==> src/rtl/nts_ip_udp_locate_ctrl_pkg.sv <==
// Shared definitions for the UDP payload locator: sequencer states, drop
// reason codes and the parser opcodes it issues.
package nts_ip_udp_locate_ctrl_pkg;

    typedef enum logic [2:0] {
        ST_IDLE      = 3'd0,
        ST_RD_OFFSET = 3'd1,
        ST_RD_LENGTH = 3'd2,
        ST_CHECK     = 3'd3,
        ST_OFFER     = 3'd4,
        ST_DROP      = 3'd5
    } state_e;

    localparam logic [2:0] DROP_NONE       = 3'd0;
    localparam logic [2:0] DROP_NOT_IPV4   = 3'd1;
    localparam logic [2:0] DROP_BAD_IHL    = 3'd2;
    localparam logic [2:0] DROP_UDP_SHORT  = 3'd3;
    localparam logic [2:0] DROP_UDP_BEYOND = 3'd4;

    // Opcode values are shared with the IP header parser's read mux.
    localparam int unsigned OPCODE_GET_OFFSET_UDP_DATA = 0;
    localparam int unsigned OPCODE_GET_LENGTH_UDP      = 1;

    localparam int unsigned UDP_HEADER_BYTES = 8;

endpackage

==> src/rtl/nts_sat_counter32.sv <==
// 32-bit statistics counter: adds 0..2 per cycle, sticks at all-ones,
// with synchronous clear and a synchronous load.
module nts_sat_counter32 (
    input  logic        i_clk,
    input  logic        i_areset,
    input  logic        i_clear,
    input  logic        i_load,
    input  logic [31:0] i_load_value,
    input  logic [1:0]  i_inc,
    output logic [31:0] o_count
);

    logic [31:0] count_q;
    logic [31:0] count_d;
    logic [32:0] sum;

    always_ff @(posedge i_clk or posedge i_areset) begin
        if (i_areset) begin
            count_q <= '0;
        end else begin
            count_q <= count_d;
        end
    end

    // Clear wins over an increment arriving in the same cycle.
    always_comb begin
        sum     = {1'b0, count_q} + {31'b0, i_inc};
        count_d = count_q;
        if (i_clear) begin
            count_d = '0;
        end else if (i_load) begin
            count_d = i_load_value;
        end else if (sum[32]) begin
            count_d = '1;
        end else begin
            count_d = sum[31:0];
        end
    end

    assign o_count = count_q;

endmodule

==> src/rtl/nts_ip_udp_locate_ctrl.sv <==
// Locates the UDP payload of a parsed frame: reads offset/length from the IP
// parser, bounds-checks them against the frame and offers or drops it.
module nts_ip_udp_locate_ctrl
    import nts_ip_udp_locate_ctrl_pkg::*;
#(
    parameter int ADDR_WIDTH      = 10,
    parameter int IP_OPCODE_WIDTH = 4,
    parameter int MIN_UDP_PAYLOAD = 48
) (
    input  logic                       i_clk,
    input  logic                       i_areset,
    input  logic                       i_clear,
    input  logic                       i_clear_counters,
    input  logic                       i_frame_done,
    input  logic [ADDR_WIDTH+2:0]      i_frame_bytes,
    input  logic                       i_detect_ipv4,
    input  logic                       i_detect_ipv4_bad,
    output logic [IP_OPCODE_WIDTH-1:0] o_ip_read_opcode,
    input  logic [31:0]                i_ip_read_data,
    output logic                       o_udp_valid,
    input  logic                       i_udp_ready,
    output logic [ADDR_WIDTH+2:0]      o_udp_payload_offset,
    output logic [15:0]                o_udp_payload_length,
    output logic                       o_drop,
    output logic [2:0]                 o_drop_reason,
    output logic                       o_overrun,
    output logic                       o_busy,
    output logic [31:0]                o_accept_count,
    output logic [31:0]                o_drop_count
);

    localparam int BW = ADDR_WIDTH + 3;
    localparam logic [16:0] MIN_UDP_LEN = 17'(UDP_HEADER_BYTES + MIN_UDP_PAYLOAD);

    state_e        state_q, state_d;
    logic [BW-1:0] frame_bytes_q, frame_bytes_d;
    logic [BW-1:0] udp_offset_q, udp_offset_d;
    logic [15:0]   udp_len_q, udp_len_d;
    logic [BW-1:0] payload_offset_q, payload_offset_d;
    logic [15:0]   payload_length_q, payload_length_d;
    logic [2:0]    drop_reason_q, drop_reason_d;

    logic [16:0]   udp_end;
    logic          accept;
    logic [1:0]    drop_inc;
    logic          read_data_unused;

    assign read_data_unused = ^i_ip_read_data[31:16];

    // State register
    always_ff @(posedge i_clk or posedge i_areset) begin
        if (i_areset) begin
            state_q          <= ST_IDLE;
            frame_bytes_q    <= '0;
            udp_offset_q     <= '0;
            udp_len_q        <= '0;
            payload_offset_q <= '0;
            payload_length_q <= '0;
            drop_reason_q    <= DROP_NONE;
        end else begin
            state_q          <= state_d;
            frame_bytes_q    <= frame_bytes_d;
            udp_offset_q     <= udp_offset_d;
            udp_len_q        <= udp_len_d;
            payload_offset_q <= payload_offset_d;
            payload_length_q <= payload_length_d;
            drop_reason_q    <= drop_reason_d;
        end
    end

    // Next-state and capture logic
    always_comb begin
        state_d          = state_q;
        frame_bytes_d    = frame_bytes_q;
        udp_offset_d     = udp_offset_q;
        udp_len_d        = udp_len_q;
        payload_offset_d = payload_offset_q;
        payload_length_d = payload_length_q;
        drop_reason_d    = drop_reason_q;
        // 17-bit sum: offset + length can never wrap before the comparison.
        udp_end          = 17'(udp_offset_q) + {1'b0, udp_len_q};

        case (state_q)
            ST_IDLE: begin
                if (i_frame_done) begin
                    frame_bytes_d = i_frame_bytes;
                    if (!i_detect_ipv4) begin
                        state_d       = ST_DROP;
                        drop_reason_d = DROP_NOT_IPV4;
                    end else if (i_detect_ipv4_bad) begin
                        state_d       = ST_DROP;
                        drop_reason_d = DROP_BAD_IHL;
                    end else begin
                        state_d = ST_RD_OFFSET;
                    end
                end
            end
            ST_RD_OFFSET: begin
                udp_offset_d = i_ip_read_data[BW-1:0];
                state_d      = ST_RD_LENGTH;
            end
            ST_RD_LENGTH: begin
                udp_len_d = i_ip_read_data[15:0];
                state_d   = ST_CHECK;
            end
            ST_CHECK: begin
                if ({1'b0, udp_len_q} < MIN_UDP_LEN) begin
                    state_d       = ST_DROP;
                    drop_reason_d = DROP_UDP_SHORT;
                end else if (udp_end > 17'(frame_bytes_q)) begin
                    state_d       = ST_DROP;
                    drop_reason_d = DROP_UDP_BEYOND;
                end else begin
                    state_d          = ST_OFFER;
                    payload_offset_d = udp_offset_q + BW'(UDP_HEADER_BYTES);
                    payload_length_d = udp_len_q - 16'(UDP_HEADER_BYTES);
                end
            end
            ST_OFFER: begin
                if (i_udp_ready) begin
                    state_d = ST_IDLE;
                end
            end
            ST_DROP: begin
                state_d = ST_IDLE;
            end
            default: begin
                state_d = ST_IDLE;
            end
        endcase

        // Abort keeps the last drop reason visible but forgets the frame.
        if (i_clear) begin
            state_d          = ST_IDLE;
            frame_bytes_d    = '0;
            udp_offset_d     = '0;
            udp_len_d        = '0;
            payload_offset_d = '0;
            payload_length_d = '0;
            drop_reason_d    = drop_reason_q;
        end
    end

    // Output decode
    always_comb begin
        o_busy               = (state_q != ST_IDLE);
        o_udp_valid          = (state_q == ST_OFFER);
        o_drop               = (state_q == ST_DROP);
        o_drop_reason        = drop_reason_q;
        o_udp_payload_offset = payload_offset_q;
        o_udp_payload_length = payload_length_q;
        o_overrun            = i_frame_done && (state_q != ST_IDLE) && !i_clear;
        if (state_q == ST_RD_LENGTH) begin
            o_ip_read_opcode = IP_OPCODE_WIDTH'(OPCODE_GET_LENGTH_UDP);
        end else begin
            o_ip_read_opcode = IP_OPCODE_WIDTH'(OPCODE_GET_OFFSET_UDP_DATA);
        end
        accept   = o_udp_valid && i_udp_ready;
        drop_inc = {1'b0, o_drop} + {1'b0, o_overrun};
    end

    nts_sat_counter32 u_accept_count (
        .i_clk        (i_clk),
        .i_areset     (i_areset),
        .i_clear      (i_clear_counters),
        .i_load       (1'b0),
        .i_load_value (32'd0),
        .i_inc        ({1'b0, accept}),
        .o_count      (o_accept_count)
    );

    nts_sat_counter32 u_drop_count (
        .i_clk        (i_clk),
        .i_areset     (i_areset),
        .i_clear      (i_clear_counters),
        .i_load       (1'b0),
        .i_load_value (32'd0),
        .i_inc        (drop_inc),
        .o_count      (o_drop_count)
    );

endmodule

==> config.mk <==
export PLATFORM = sky130hd
export DESIGN_NAME = nts_ip_udp_locate_ctrl
export DESIGN_NICKNAME = d
export VERILOG_FILES = /design/src/rtl/nts_ip_udp_locate_ctrl_pkg.sv /design/src/rtl/nts_sat_counter32.sv /design/src/rtl/nts_ip_udp_locate_ctrl.sv
export SDC_FILE = /design/constraint.sdc
export NUM_CORES = 1
export LEC_CHECK = 0
export CORE_MARGIN = 3
export CORE_UTILIZATION = 40
export CTS_CLUSTER_SIZE = 24
export DETAILED_ROUTE_END_ITERATION = 6
export PLACE_DENSITY = 0.64
export SLEW_MARGIN = 20
export SYNTH_ARGS = -nofsm -noshare
export SYNTH_HDL_FRONTEND = slang
export SYNTH_SLANG_ARGS = --single-unit
==> constraint.sdc <==
create_clock -name i_clk -period 3.8 [get_ports i_clk]
set_input_delay 0.38 -clock i_clk [delete_from_list [all_inputs] [get_ports i_clk]]
set_output_delay 0.38 -clock i_clk [all_outputs]
set_load 0.02 [all_outputs]
==> flow_metrics.py <==
metrics = {
    "hold_path": {
        "hp-class": "in2reg",
        "hold_depth": 3,
        "hold_end": "frame_bytes_q[12]",
        "hold_start": "i_frame_bytes[12]",
    },
    "critical_path": {
        "timing.rr.end": "o_udp_payload_length[4]",
        "end_kind": "flip-flop",
        "cp-startpoint": "udp_len_q[0]",
        "path_max_fanout": 5,
        "arrival_ps": 4340,
        "ff2ff_path_depth": 16,
        "required_ps": 4140,
        "rrSetupSlack_ps": -200,
        "r2r_start": "udp_len_q[0]",
        "start_kind": "flip-flop",
        "critical_path_class": "reg2reg",
    },
    "synthesis": {
        "synth-edff-count": 0,
        "synth_seq_cells": 141,
        "synth-simple-area-share_pct": 19.78,
        "synth_compound_area_share_pct": 17.16,
        "synth_warnings": 0,
        "syn-cell-area_mm2": 0.007964,
        "synth_cell_types": 67,
        "synth_cells": 887,
        "async_flop_share_pct": 100.0,
        "synth_xor_area_share_pct": 8.358,
        "ys.flop_type": "dfrtp_1",
        "synth_top_family_by_area": "simple AND/OR/NAND/NOR gates",
        "yosys.area_share.adder_pct": 5.373,
        "synth_mux_area_share_pct": 0.1257,
        "ys_seq_area_share_pct": 44.30,
        "avgSynthCellArea_um2": 8.978,
    },
    "die": {
        "ioPinCount": 157,
        "core_mm2": 0.01914,
        "die_area_mm2": 0.02164,
        "start_util_pct": 41.60,
        "rows": 50,
        "die_h_um": 147.1,
        "die_w_um": 147.1,
    },
    "sta": {
        "final_hold_viol_count": 0,
        "worstMarginPinSlew_ps": 1024,
        "skew_ps": 11.37,
        "rsz0062_at_grt": "yes",
        "fin_ws_ps": -197.4,
        "setup_violations": 30,
        "fmax_mhz": 250.2,
        "min_period_over_period_pct": 105.2,
        "drv_slew": 0,
        "slew-limit-headroom_pct": 31.73,
        "fin_crit_ps": 3997,
    },
    "power_and_ir_drop": {
        "leakagePower_nw": 4.569,
        "vdd_drop_max_mv": 0.3507,
        "power_density_mw_per_mm2": 487.3,
    },
    "place": {
        "numPortBuffers": 137,
        "gp_congestion": 0.8588,
        "dp_hpwl_um": 15090,
        "post-place-ws_ps": -402.3,
    },
    "finish": {
        "final_util_pct": 57.01,
        "area_delta_synth_final_pct": 37.03,
        "drive_gt1_share_pct": 15.45,
        "fillers": 1753,
        "fin_nets": 1154,
        "num_antenna_cells": 0,
    },
    "routing": {
        "drt_iter0_drc": 332,
        "antenna_left": 0,
        "wirelength_um": 22660,
        "viasPerCell": 5.348,
        "num_vias": 7172,
        "dr.pass1.iters": 6,
        "drc": 0,
        "wire_per_inst_um": 16.90,
    },
    "global_routing": {
        "grt_pass1_vias": 7214,
        "grt-ovfl-total": 0,
        "grt_util_all_layers_pct": 20.76,
        "grt_max_degree": 142,
        "antenna_found_initial": 2,
        "grt_pass1_wl_um": 37080,
    },
    "cts": {
        "clockBufferDepth": 2,
        "cts_tree": "yes",
        "cts_max_level": 4,
        "clk_latency_ps": 420,
        "cts_buffers": 17,
        "cts_sinks": 141,
        "cts.clk_slew.worst_paths_ps": 60,
        "root_buffer": "clkbuf_16",
    },
    "run_status": {
        "violations": "negative setup slack",
        "status": "complete, but fails checks",
    },
    "job": {
        "maxCapViolCount": 0,
    },
}
Yosys cell counts, types with 9 or more instances:
cell | number | area (um2)
and4_1 | 10 | 87.58
nand2_1 | 123 | 461.7
dfrtp_1 | 141 | 3528
nor3_1 | 21 | 105.1
clkbuf_1 | 34 | 127.6
o21ai_0 | 34 | 170.2
a21oi_2 | 10 | 87.58
nand4_1 | 35 | 219.0
nor2_1 | 35 | 131.4
xnor2_1 | 41 | 359.1
xor2_1 | 35 | 306.5
a21oi_1 | 138 | 690.7
inv_1 | 38 | 142.6
and3_1 | 14 | 87.58
nand3_1 | 30 | 150.1
ha_1 | 31 | 387.9
buf_2 | 9 | 45.04
metal layers:
layer  track usage (%)  vias to the layer above  part of all wire (%)
met1             27.05                     3494                    43
met4             4.893                        4                  0.86
met2             33.78                      177                    49
met3             6.786                       21                   6.9
met5                 0                        -                  0.10
li1                  -                     3476                     -
cell usage in the layout (no fill, tap or decap), drive strengths merged, types with 6 or more instances in the layout:
master         count
dfrtp            141
xor2              35
nand3             31
a211oi             6
nor3              22
buf               75
and2               7
nand2            123
o21ai             38
ha                31
and3              15
clkbuf            21
clkdlybuf4s50    135
a21oi            148
inv               39
o21a               6
nor2              35
xnor2             41
nand4             36
and4              10
cell families (layout without fill, tap and decap cells):
| group | Yosys count | in the layout |
|---|---|---|
| xor gates and xnor gates | 76 | 76 |
| adders and majority gates | 33 | 33 |
| DFF | 141 | 141 |
| AOI/OAI and AO/OA | 234 | 234 |
| muxes | 1 | 1 |
| buffers and inverters | 91 | 283 |
| other | 1 | 3 |
| and+or+nand+nor | 310 | 310 |
flip-flops by register name, indices dropped and copies added, names as in the netlist:
register / count
u_accept_count.o_count: 32
o_udp_payload_length: 16
udp_len_q: 16
o_udp_payload_offset: 13
o_drop_reason: 3
u_drop_count.o_count: 32
state_q: 3
frame_bytes_q: 13
udp_offset_q: 13
worst max-delay path, cell delays in order (launching register included):
cell and delay (ps):
dfrtp_1 410, ha_4 190, buf_4 130, a211o_1 300, a211o_1 330, a41oi_2 170
buf_4 140, xnor2_1 120, ha_1 260, and4_1 220, a31o_1 180, a2111oi_2 330
o21a_1 200, nand4_1 120, buf_6 160, or4_4 500, a21oi_2 140
repair_timing:
item                                   4_1_cts  5_1_grt
gates cloned                                 2        1
gates resized for setup                     35       36
hold buffers                                 0        0
pin swaps                                   16       22
setup endpoints to repair                   33       33
setup buffers                                3        3
endpoints found under the hold margin        0        0
power breakdown:
part | switching, mW | internal [mW] | total (mW)
Combinational | 1.03 | 0.824 | 1.86
Sequential | 0.0681 | 1.58 | 1.65
Clock | 0.683 | 1.12 | 1.81
worst max-delay path by stage:
stage                                    to  slack, ps  depth (start not counted)
floorplan           o_udp_payload_offset[3]          3                         16
global placement           o_drop_reason[0]       -250                         17
detailed placement         o_drop_reason[0]       -400                         17
CTS                 o_udp_payload_length[4]       -180                         17
global route        o_udp_payload_offset[3]       -400                         18
finish              o_udp_payload_length[4]       -200                         16
area by class of cell:
cell class / count / area [um2] / share of cell area [%]
clock buffers: 20 / 446.7 / 4.093
inverters: 39 / 150.1 / 1.376
repair buffers: 212 / 2032 / 18.62
well taps: 260 / 325.3 / 2.981
multi-input cells: 657 / 4245 / 38.90
flip-flops and latches: 141 / 3528 / 32.33
clock inverters: 12 / 185.2 / 1.697
through the flow:
stage / cell area [um2] / std cells / hold WS [ps] / TNS [ps] / power (mW)
2_1_floorplan: 7983 / 889 / 501.5 / 0 / 2.530
3_3_place_gp: 9950 / 1300 / 514.3 / -5848 / 3.072
3_5_place_dp: 9950 / 1300 / 512.1 / -10640 / 3.092
4_1_cts: 10750 / 1337 / 493.1 / -2282 / 5.217
5_1_grt: 10910 / 1341 / 515.4 / -10040 / 5.570
6_report: 10910 / 1341 / 502.7 / -3078 / 5.318
Note: power is estimated with default switching activity, not from simulation.
